[config.mk]
export PLATFORM = sky130hd
export DESIGN_NAME = axis_measure_ctrl_master
export DESIGN_NICKNAME = d
export VERILOG_FILES = /design/src/rtl/axis_measure_ctrl_master.sv
export SDC_FILE = /design/constraint.sdc
export NUM_CORES = 1
export LEC_CHECK = 0
export ABC_AREA = 0
export BUFFER_PORTS_ARGS = -buffer_cell sky130_fd_sc_hd__buf_2
export CAP_MARGIN = 15
export CELL_PAD_IN_SITES_DETAIL_PLACEMENT = 1
export CELL_PAD_IN_SITES_GLOBAL_PLACEMENT = 1
export CORE_UTILIZATION = 34
export DETAILED_ROUTE_END_ITERATION = 8
export GPL_ROUTABILITY_DRIVEN = 0
export PLACE_DENSITY_LB_ADDON = 0.1
export SLEW_MARGIN = 30
export SYNTH_ARGS = -nofsm -noshare
export SYNTH_HDL_FRONTEND = slang
export SYNTH_SLANG_ARGS = --single-unit
[constraint.sdc]
create_clock -name ap_clk -period 2.1 [get_ports ap_clk]
set_input_delay 0.105 -clock ap_clk [delete_from_list [all_inputs] [get_ports ap_clk]]
set_output_delay 0.105 -clock ap_clk [all_outputs]
set_load 0.02 [all_outputs]
[src/rtl/axis_measure_ctrl_master.sv]
// axis_measure_ctrl_master: command-driven AXI4-Lite initiator for the measurer control port
module axis_measure_ctrl_master #(
  parameter int          ADDR_WIDTH        = 32,
  parameter logic [31:0] CONTROL_OFFSET    = 32'h00,
  parameter logic [31:0] CYCLES_OFFSET     = 32'h10,
  parameter logic [31:0] LAST_FRAME_OFFSET = 32'h20,
  parameter logic [31:0] SIG_CLEAR         = 32'h2,
  parameter logic [31:0] SIG_START         = 32'h1
) (
  input  logic                  ap_clk,
  input  logic                  ap_rst_n,
  input  logic                  cmd_valid,
  output logic                  cmd_ready,
  input  logic [1:0]            cmd_op,
  output logic                  res_valid,
  input  logic                  res_ready,
  output logic [1:0]            res_op,
  output logic [63:0]           res_data,
  output logic                  res_err,
  output logic [ADDR_WIDTH-1:0] m_axi_control_awaddr,
  output logic                  m_axi_control_awvalid,
  input  logic                  m_axi_control_awready,
  output logic [31:0]           m_axi_control_wdata,
  output logic [3:0]            m_axi_control_wstrb,
  output logic                  m_axi_control_wvalid,
  input  logic                  m_axi_control_wready,
  input  logic [1:0]            m_axi_control_bresp,
  input  logic                  m_axi_control_bvalid,
  output logic                  m_axi_control_bready,
  output logic [ADDR_WIDTH-1:0] m_axi_control_araddr,
  output logic                  m_axi_control_arvalid,
  input  logic                  m_axi_control_arready,
  input  logic [31:0]           m_axi_control_rdata,
  input  logic [1:0]            m_axi_control_rresp,
  input  logic                  m_axi_control_rvalid,
  output logic                  m_axi_control_rready
);
  typedef enum logic [2:0] {IDLE, WR, WR_RESP, RD_ADDR, RD_DATA, RESULT} state_t;
  state_t state, state_nx;
  logic [1:0] op;
  logic aw_done, w_done, beat, aw_hs, w_hs, accept;
  assign cmd_ready = state == IDLE;
  assign accept = cmd_valid && cmd_ready;
  assign res_valid = state == RESULT;
  assign res_op = op;
  assign m_axi_control_wstrb = 4'hF;
  assign m_axi_control_awvalid = (state == WR) && !aw_done;
  assign m_axi_control_wvalid = (state == WR) && !w_done;
  assign m_axi_control_bready = state == WR_RESP;
  assign m_axi_control_arvalid = state == RD_ADDR;
  assign m_axi_control_rready = state == RD_DATA;
  assign aw_hs = m_axi_control_awvalid && m_axi_control_awready;
  assign w_hs = m_axi_control_wvalid && m_axi_control_wready;
  always_comb begin
    state_nx = state;
    case (state)
      IDLE:    state_nx = cmd_valid ? (cmd_op[1] ? RD_ADDR : WR) : IDLE;
      WR:      state_nx = ((aw_done || aw_hs) && (w_done || w_hs)) ? WR_RESP : WR;
      WR_RESP: state_nx = m_axi_control_bvalid ? RESULT : WR_RESP;
      RD_ADDR: state_nx = m_axi_control_arready ? RD_DATA : RD_ADDR;
      RD_DATA: state_nx = m_axi_control_rvalid ? ((op == 2'd2 && !beat) ? RD_ADDR : RESULT) : RD_DATA;
      RESULT:  state_nx = res_ready ? IDLE : RESULT;
      default: state_nx = IDLE;
    endcase
  end
  always_ff @(posedge ap_clk or negedge ap_rst_n) begin
    if (!ap_rst_n) state <= IDLE;
    else state <= state_nx;
  end
  always_ff @(posedge ap_clk or negedge ap_rst_n) begin
    if (!ap_rst_n) begin
      op <= '0;
      beat <= 1'b0;
      aw_done <= 1'b0;
      w_done <= 1'b0;
      res_err <= 1'b0;
      res_data <= '0;
      m_axi_control_awaddr <= '0;
      m_axi_control_wdata <= '0;
      m_axi_control_araddr <= '0;
    end else begin
      if (accept) begin
        op <= cmd_op;
        beat <= 1'b0;
        aw_done <= 1'b0;
        w_done <= 1'b0;
        res_err <= 1'b0;
        res_data <= '0;
        if (cmd_op[1]) m_axi_control_araddr <= ADDR_WIDTH'(cmd_op[0] ? LAST_FRAME_OFFSET : CYCLES_OFFSET);
        else begin
          m_axi_control_awaddr <= ADDR_WIDTH'(CONTROL_OFFSET);
          m_axi_control_wdata <= cmd_op[0] ? SIG_START : SIG_CLEAR;
        end
      end
      if (state == WR) begin
        aw_done <= aw_done || aw_hs;
        w_done <= w_done || w_hs;
      end
      if (state == WR_RESP && m_axi_control_bvalid) res_err <= res_err || (m_axi_control_bresp != 2'b00);
      if (state == RD_DATA && m_axi_control_rvalid) begin
        if (beat) res_data[63:32] <= m_axi_control_rdata;
        else res_data[31:0] <= m_axi_control_rdata;
        res_err <= res_err || (m_axi_control_rresp != 2'b00);
        if (op == 2'd2 && !beat) begin
          beat <= 1'b1;
          m_axi_control_araddr <= ADDR_WIDTH'(CYCLES_OFFSET + 32'd4);
        end
      end
    end
  end
endmodule

==> metrics.md, run 1 <==
| Metric | Value |
|---|---|
| Critical Path Stages | 3 |
| Crit path launch | state[0] |
| Initial DRC Count | 169 |
| Total CTS buffers | 9 |
| # IOs | around 220 |
| Vias in the first global route | approximately 3800 |
| # DRC | 0 |
| Buf+Inv Stages, Crit Path | 1 |
| Critical Path Fanout Max | 12 |
| Final Cycle Share | between 80% and 90% |
| CP Capture Point | m_axi_control_wvalid |
| Clk Latency, worst-skew pair | 0.35 ns |
| First-pass GRT wire length | 20.15 mm |
| GRT Total Usage | 17.68% |
| Post-Layout Cell Count | roughly 800 |
| Slowest CP cell | dfrtp_1 |
| Post-CTS resize count | 0 |
| Worst-path cell chain | or3b_2, nor2_1, buf_2 |
| HP Class | in -> reg |
| Unique masters post-synth | 35 |
| CP top delay family | simple AND/OR/NAND/NOR gates |
| Clock skew | roughly 0.011 ns |
| LEAKAGE | 0.003162 uW |
| Die area | around 15000 sq um |
| Register-to-Register Path Depth | 4 |
| Commonest cells after routing, fill and taps aside | buf_2 (153), dfrtp_1 (106), nand2_1 (77) |
| Nets | about 680 |
| Antenna violations before repair | 0 |
| Starting density of the core | a little over a third |
| Max incr delay on CP | just under 0.6 ns |
| Max cap viols | 0 |
| Pin count of the biggest net entering global routing | 68 |
| Setup CP Type | reg -> out |
| P&R area growth vs syn | 21.66% |
| Wire per inst | roughly 16 microns |
| Status | completed |
| DP Cell Count | around 800 |
| Final count of pins violating max slew | 0 |
| Global-route congestion overflow total | 0 |
| EDFF count, synth | 0 |
| Post-DP HPWL | 8.624 mm |
| RSZ-0062 raised after global routing | no |
| Post-synth top flop | dfrtp_1 |
| Area of the core | ~14000 sq um |
| Post-synthesis sequential area ratio | 55.04% |
| Type of origin of the critical path | flip-flop |
| H-tree levels | 3 |
| Final ANT Viol Nets | 0 |
| Clk root buf | clkbuf_16 |
| Commonest non-fill, non-tap cell in the layout | buf_2 |
| Die width | ~120 microns |
| Ys Warns | 0 |
| Avg Inst Size Synth | a little under 10 sq um |
| PortBufs | approximately 150 |
| Capturing point of the worst reg2reg path | m_axi_control_araddr[5] |
| Post-CTS setup buffers | 0 |
| Final setup viols | 0 |
| Post-placement setup slack | around 0.32 ns |
| Area of the multi-input gates | between 1500 and 2000 sq um |
| Mapped cell area | roughly 5000 sq um |
| Worst slew margin | about three fifths |
| Hold-fix buffers, CTS | 3 |
| Critical R2R Launch | state[0] |
| Worst-path clk slew | roughly 0.070 ns |
| WL final | 12.76 mm |
| Data arrival time of the critical path | ~1.8 ns |
| Fin crit period | roughly 1.9 ns |
| Synthesized instance count | between 400 and 500 |
| PwrDens | around 1200 nW/um^2 |
| TritonCTS clock tree | yes |
| CP required | ~2.0 ns |
| Die H | 121.6 microns |
| Worst-Margin Slew | between 0.5 and 0.6 ns |
| Final WS setup | between 0.2 and 0.25 ns |
| Router iterations before antenna repair | 4 |
| F_max | about 0.54 GHz |
| Setup crit end kind | output pin |
| Share of layout cells above drive strength 1 | slightly below 30% |
| Vias | around 3800 |
| Worst vdd ir | 0.4120 mV |
| Fillers | approximately 1700 |
| Clk buf depth | 2 |
| Sink Count | about 110 |
| Final hold vios | 0 |
| Reg area | about 2700 sq um |
| Synth async-reset ratio | 100.0% |
| R2r setup slk | 0.31 ns |
| Vias per cell | 4.586 |
| Site Rows | 43 |
| Yosys reg bits | between 100 and 150 |
| ANT cells | 0 |
| Setup TNS | 0 ns |
worst min-delay path, cell delays in order:
cell and delay (ns):
buf_2 0.09, nand3_1 0.06, o21ai_0 0.06
metal layers:
layer,track usage [%],vias to the layer above,share of wire [%]
li1,-,1784,-
met1,24.76,1849,48
met2,26.88,123,45
met3,3.839,9,5.7
met4,6.250,0,1.3
met5,0,-,0
metrics by stage:
| stage | cell area [sq um] | total power (uW) | hold WS [ns] | util [%] |
|---|---|---|---|---|
| after detailed placement | 5583 | 5272 | 0.09556 | 40.06 |
| after global routing | 5918 | 7382 | 0.004188 | 42.47 |
| after CTS | 5918 | 7052 | 0.00007605 | 42.47 |
| after global placement | 5583 | 5211 | 0.08820 | 40.06 |
| final | 5918 | 6952 | 0.009198 | 42.47 |
| after floorplan | 5105 | 4463 | -0.1906 | - |
state kept, by name (all words and copies together) (netlist names):
name	flops
aw_done	1
w_done	1
res_err	1
state	3
res_data	64
m_axi_control_araddr	32
beat	1
res_op	2
m_axi_control_wdata	2
cells in the mapped netlist, types with 2 or more instances:
master    count  area (sq um)
buf_4        66         495.5
o211ai_1      5         37.54
inv_1         4         15.01
conb_1        2         7.510
nor3b_1       2         15.01
o21ai_1       2         10.01
nand2_1      77         289.0
nand3_1      37         185.2
nor2_1        5         18.77
and2_1       30         187.7
nand3b_1     32         240.2
dfrtp_1     107          2678
o21ai_0      66         330.3
clkbuf_1     16         60.06
buf_2        15         75.07
a21oi_1       3         15.01
buf_6         3         33.78
where the power goes:
group	internal [uW]	switching [uW]
Clock	990	760
Sequential	2500	298
Combinational	768	1640
Total	4250	2700
worst min path at each step:
stage	start	to	slack, ns	cells past startpoint
finish	m_axi_control_rdata[18]	res_data[50]	0.009	3
global route	m_axi_control_rdata[26]	res_data[26]	0.004	3
floorplan	ap_rst_n	aw_done	-0.19	0
CTS	m_axi_control_rdata[26]	res_data[26]	0.00008	3
global placement	ap_rst_n	res_data[14]	0.09	1
detailed placement	ap_rst_n	res_data[13]	0.1	1
logic make-up after synthesis:
logic type,Yosys count,share of synthesized area [%]
simple gates,193,21.35
flops,107,55.04
other cells,2,0.1544
mux,1,0.2058
buf+inv,104,13.97
compound gates,83,9.285
final cells by class:
class,instances,area share (%)
Clock buffer,12,4.334
Sequential cell,107,45.26
Inverter,4,0.2537
Clock inverter,4,0.8245
Multi-Input combinational cell,343,29.53
Tap cell,180,3.805
Timing Repair Buffer,171,15.98
Power figures use the tool's default switching activity.
==> inputs of run 2 (changes only) <==
CELL_PAD_IN_SITES_DETAIL_PLACEMENT = not set   (was 1)
CELL_PAD_IN_SITES_GLOBAL_PLACEMENT = not set   (was 1)
CORE_UTILIZATION = 39   (was 34)
PLACE_DENSITY = 0.68   (was not set)
PLACE_DENSITY_LB_ADDON = not set   (was 0.1)
==> metrics.md, run 2 (synthesis results as in run 1) <==
| Metric | Value |
|---|---|
| DP Cell Count | just under 800 |
| Critical Path Fanout Max | 8 |
| First-pass GRT wire length | 17.91 mm |
| Vias in the first global route | between 3000 and 4000 |
| GRT Total Usage | ~18% |
| Final hold vios | 0 |
| Final Cycle Share | between 80% and 90% |
| Post-DP HPWL | 7.763 mm |
| Fin crit period | between 1.5 and 2 ns |
| H-tree levels | 3 |
| LEAKAGE | roughly 0.0032 uW |
| F_max | approximately 0.55 GHz |
| Sink Count | around 110 |
| Die width | between 100 and 150 microns |
| HP Class | in -> reg |
| Router iterations before antenna repair | 5 |
| Commonest cells after routing, fill and taps aside | buf_2 (153), dfrtp_1 (106), nand2_1 (77) |
| Fillers | between 1000 and 1500 |
| P&R area growth vs syn | 21.89% |
| Global-route congestion overflow total | 0 |
| Die H | ~110 microns |
| Post-Layout Cell Count | between 800 and 900 |
| Clk Latency, worst-skew pair | 0.34 ns |
| PwrDens | around 1200 nW/um^2 |
| Biggest register | res_data |
| CP required | approximately 2 ns |
| Type of origin of the critical path | flip-flop |
| # IOs | between 200 and 250 |
| Worst vdd ir | 0.7205 mV |
| Starting density of the core | 40.33% |
| ANT cells | 0 |
| PortBufs | about 150 |
| Vias per cell | approximately 4.6 |
| Worst slew margin | between 50% and 60% |
| Setup CP Type | reg -> out |
| Initial DRC Count | roughly 340 |
| Vias | 3774 |
| Reg area | 2679 sq um |
| Status | completed |
| Clk buf depth | 2 |
| Final WS setup | 0.2678 ns |
| Crit path launch | state[1] |
| Site Rows | 40 |
| Final ANT Viol Nets | 0 |
| Commonest non-fill, non-tap cell in the layout | buf_2 |
| Max cap viols | 0 |
| Setup crit end kind | output pin |
| Hold Path Origin | m_axi_control_rdata[14] |
| Critical R2R Launch | res_op[0] |
| Pin count of the biggest net entering global routing | between 60 and 70 |
| Clk root buf | clkbuf_16 |
| Nets | 688 |
| Clock skew | just under 0.006 ns |
| Post-placement setup slack | about 0.37 ns |
| Biggest regs | res_data: 64 flops, m_axi_control_araddr: 32 flops, state: 3 flops |
| Total CTS buffers | 9 |
| Data arrival time of the critical path | between 1.5 and 2 ns |
| Worst-Margin Slew | 0.6600 ns |
| Wire per inst | between 10 and 15 microns |
| TritonCTS clock tree | yes |
| Setup TNS | 0 ns |
| Worst-path clk slew | 0.07 ns |
| RSZ-0062 raised after global routing | no |
| Max reg flops | between 60 and 70 |
| Area of the core | ~12000 sq um |
| Post-CTS setup buffers | 0 |
| Final setup viols | 0 |
| Final count of pins violating max slew | 0 |
| Area of the multi-input gates | about 1700 sq um |
| Antenna violations before repair | 0 |
| WL final | between 10 and 15 mm |
| # DRC | 0 |
| Die area | roughly 13000 sq um |
| Share of layout cells above drive strength 1 | 29.88% |
run 2: through the flow:
stage	util (%)	power (uW)	hold slack (ns)	cell area, sq um
2_1_floorplan	-	4463	-0.1906	5105
3_3_place_gp	46.08	5134	0.1666	5558
3_5_place_dp	46.08	5204	0.1866	5558
4_1_cts	49.16	6972	0.0007137	5929
5_1_grt	49.16	7295	0.01097	5929
6_report	49.16	6899	0.01376	5929
run 2: final cells by class:
class | instances | area share (%)
sequential | 107 | 45.18
multi-input combinational | 343 | 29.48
timing repair buffer | 176 | 16.29
clock buffer | 10 | 4.030
tap | 168 | 3.545
clock inverter | 6 | 1.224
inverter | 4 | 0.2532
run 2: where the power goes:
part / total, uW / switching [uW] / leakage, uW / internal [uW]
clock: 1730 / 761 / 0.000143 / 970
combinational: 2420 / 1650 / 0.00156 / 769
sequential: 2750 / 253 / 0.00146 / 2500
run 2: what timing repair did:
action                    CTS  global route
hold endpoints to repair   53             0
gates resized for setup     0             0
hold buffers                6             0
run 2: layer usage:
metal  vias up  wire (microns)  track usage [%]  part of all wire (%)
met2       157            5388            28.74                    48
li1       1800               -                -                     -
met1      1801            5138            23.49                    45
met5         -               0                0                     0
met4         0             230            8.421                   2.0
met3        16             585            2.657                   5.2
run 2: final timing paths:
path                                             to  slack (ns)  depth (start not counted)
min in group asynchronous  m_axi_control_araddr[26]        0.35                          2
hold / removal                         res_data[46]        0.01                          3
setup / recovery              m_axi_control_awvalid        0.27                          4
setup reg to reg           m_axi_control_araddr[19]        0.35                          4
hold reg to reg            m_axi_control_araddr[11]        0.48                          1
max in group asynchronous   m_axi_control_araddr[0]        1.07                          3
run 2: critical path, cell delays in order (launching register included):
cell     delay [ns]
dfrtp_1        0.39
buf_4          0.17
or3b_2         0.51
nor2_1         0.13
buf_2          0.18
==> inputs of run 3 (changes only) <==
ABC_CLOCK_PERIOD_IN_PS = 2100   (was not set)
BUFFER_PORTS_ARGS = -buffer_cell sky130_fd_sc_hd__clkbuf_2   (was -buffer_cell sky130_fd_sc_hd__buf_2)
==> metrics.md, run 3 (synthesis results as in run 1) <==
| Metric | Value |
|---|---|
| RSZ-0062 raised after global routing | no |
| Commonest cells after routing, fill and taps aside | clkbuf_2 (153), dfrtp_1 (106), nand2_1 (77) |
| Pin count of the biggest net entering global routing | ~70 |
| Final setup viols | 0 |
| DP Cell Count | 792 |
| PwrDens | between 1000 and 1500 nW/um^2 |
| H-tree levels | 3 |
| R2r setup slk | 0.13 ns |
| WL final | ~12 mm |
| Max cap viols | 0 |
| GRT Total Usage | 18.14% |
| Site Rows | 40 |
| Die width | 113.7 microns |
| Sink Count | between 100 and 150 |
| Final ANT Viol Nets | 0 |
| ANT cells | 0 |
| TritonCTS clock tree | yes |
| P&R area growth vs syn | 26.36% |
| CP top delay family | buffers and inverters |
| First-pass GRT wire length | 18.16 mm |
| Starting density of the core | between 40 and 50% |
| Biggest register | res_data |
| Nets | roughly 710 |
| Clk Latency, worst-skew pair | between 0.3 and 0.4 ns |
| Biggest regs | res_data: 64 flops, m_axi_control_araddr: 32 flops, state: 3 flops |
| # DRC | 0 |
| Die H | 113.7 microns |
| Total CTS buffers | 9 |
| Vias | about 3900 |
| Worst slew margin | roughly 56% |
| Type of origin of the critical path | flip-flop |
| Share of layout cells above drive strength 1 | 29.17% |
| Buf+Inv Stages, Crit Path | 3 |
| Die area | between 10000 and 15000 sq um |
| Wire per inst | about 14 microns |
| Post-Layout Cell Count | about 830 |
| DP Area | approximately 5600 sq um |
| Final count of pins violating max slew | 0 |
| Fin crit period | 1.973 ns |
| # IOs | about 220 |
| Final hold vios | 0 |
| Setup crit end kind | flip-flop |
| Clock skew | 0.007733 ns |
| LEAKAGE | between 0.003 and 0.004 uW |
| Clk root buf | clkbuf_16 |
| Cell area after layout | 6147 sq um |
| HP Class | in -> reg |
| Setup CP Type | reg -> reg |
| Router iterations before antenna repair | 5 |
| Max incr delay on CP | around 0.55 ns |
| Clk buf depth | 2 |
| Worst-path cell chain | buf_4, and4bb_4, buf_12, o21ai_0, dlygate4sd3_1, nand3_1 |
| CP required | between 2 and 2.5 ns |
| Max reg flops | 64 |
| Final Cycle Share | between 90 and 100% |
| Global-route congestion overflow total | 0 |
| Worst vdd ir | about 0.64 mV |
| Commonest non-fill, non-tap cell in the layout | clkbuf_2 |
| Worst-Margin Slew | around 0.67 ns |
| Vias per cell | 4.634 |
| Vias in the first global route | around 3600 |
| Initial DRC Count | approximately 320 |
| Status | completed |
| Antenna violations before repair | 0 |
| Data arrival time of the critical path | ~2.3 ns |
| Worst-path clk slew | 0.07 ns |
| Area of the core | 12060 sq um |
| Fillers | about 1100 |
| PortBufs | ~150 |
| F_max | between 0.5 and 0.6 GHz |
| Slowest CP cell | dlygate4sd3_1 |
| Setup TNS | 0 ns |
| Critical Path Fanout Max | 21 |
| Post-DP HPWL | roughly 8 mm |
run 3: cell count changes in the layout (fill, tap and decap cells not counted), sizes merged:
cell / previous run / this run
buf: 170 / 17
clkinvlp: 3 / 2
clkbuf: 10 / 163
dlygate4sd3: 6 / 24
inv: 6 / 8
run 3: tightest hold or removal path: stages:
cell,delay (ns)
clkbuf_2,0.09
nand3_1,0.07
o21ai_0,0.06
run 3: per-stage QoR:
stage	utilization, %	hold WS, ns	setup slack [ns]	power, uW
finish	50.96	0.01509	0.1273	6973
global route	50.96	0.01325	0.03475	7353
CTS	50.73	0.001964	0.06165	7025
detailed placement	46.18	0.1836	0.4708	5215
global placement	46.18	0.1639	0.5026	5147
floorplan	-	-0.1906	0.4355	4463
run 3: cell type report:
type	instances	area (sq um)	area share, %
tap	168	210.2	3.420
clock buffer	9	225.2	3.664
multi-input combinational	343	1752	28.50
inverter	4	15.01	0.2442
timing repair buffer	195	1184	19.26
clock inverter	7	82.58	1.343
sequential	107	2679	43.58
run 3: timing repair:
action,in CTS,in global routing
setup buffers,0,0
gates resized for setup,0,1
hold buffers,24,0
endpoints found under the setup margin,0,1
endpoints found under the hold margin,72,0
run 3: final timing paths:
check | from | end | cells past startpoint
min in group asynchronous | ap_rst_n | m_axi_control_araddr[29] | 2
worst min-delay path | m_axi_control_rdata[18] | res_data[50] | 3
worst max register to register | state[1] | res_err | 6
worst min register to register | m_axi_control_araddr[13] | m_axi_control_araddr[13] | 1
worst max-delay path | state[1] | res_err | 6
max in group asynchronous | ap_rst_n | m_axi_control_araddr[31] | 3
run 3: power by group:
part / internal [uW] / leakage (uW) / switching, uW / total (uW)
Sequential: 2500 / 0.00146 / 250 / 2750
Combinational: 803 / 0.00157 / 1670 / 2470
Clock: 946 / 0.000145 / 807 / 1750
run 3: routing by layer:
metal / vias up / part of all wire, % / track usage (%)
met4: 0 / 1.5 / 8.246
li1: 1839 / - / -
met3: 10 / 5.8 / 3.773
met2: 161 / 48 / 29.19
met5: - / 0 / 0
met1: 1850 / 44 / 23.60
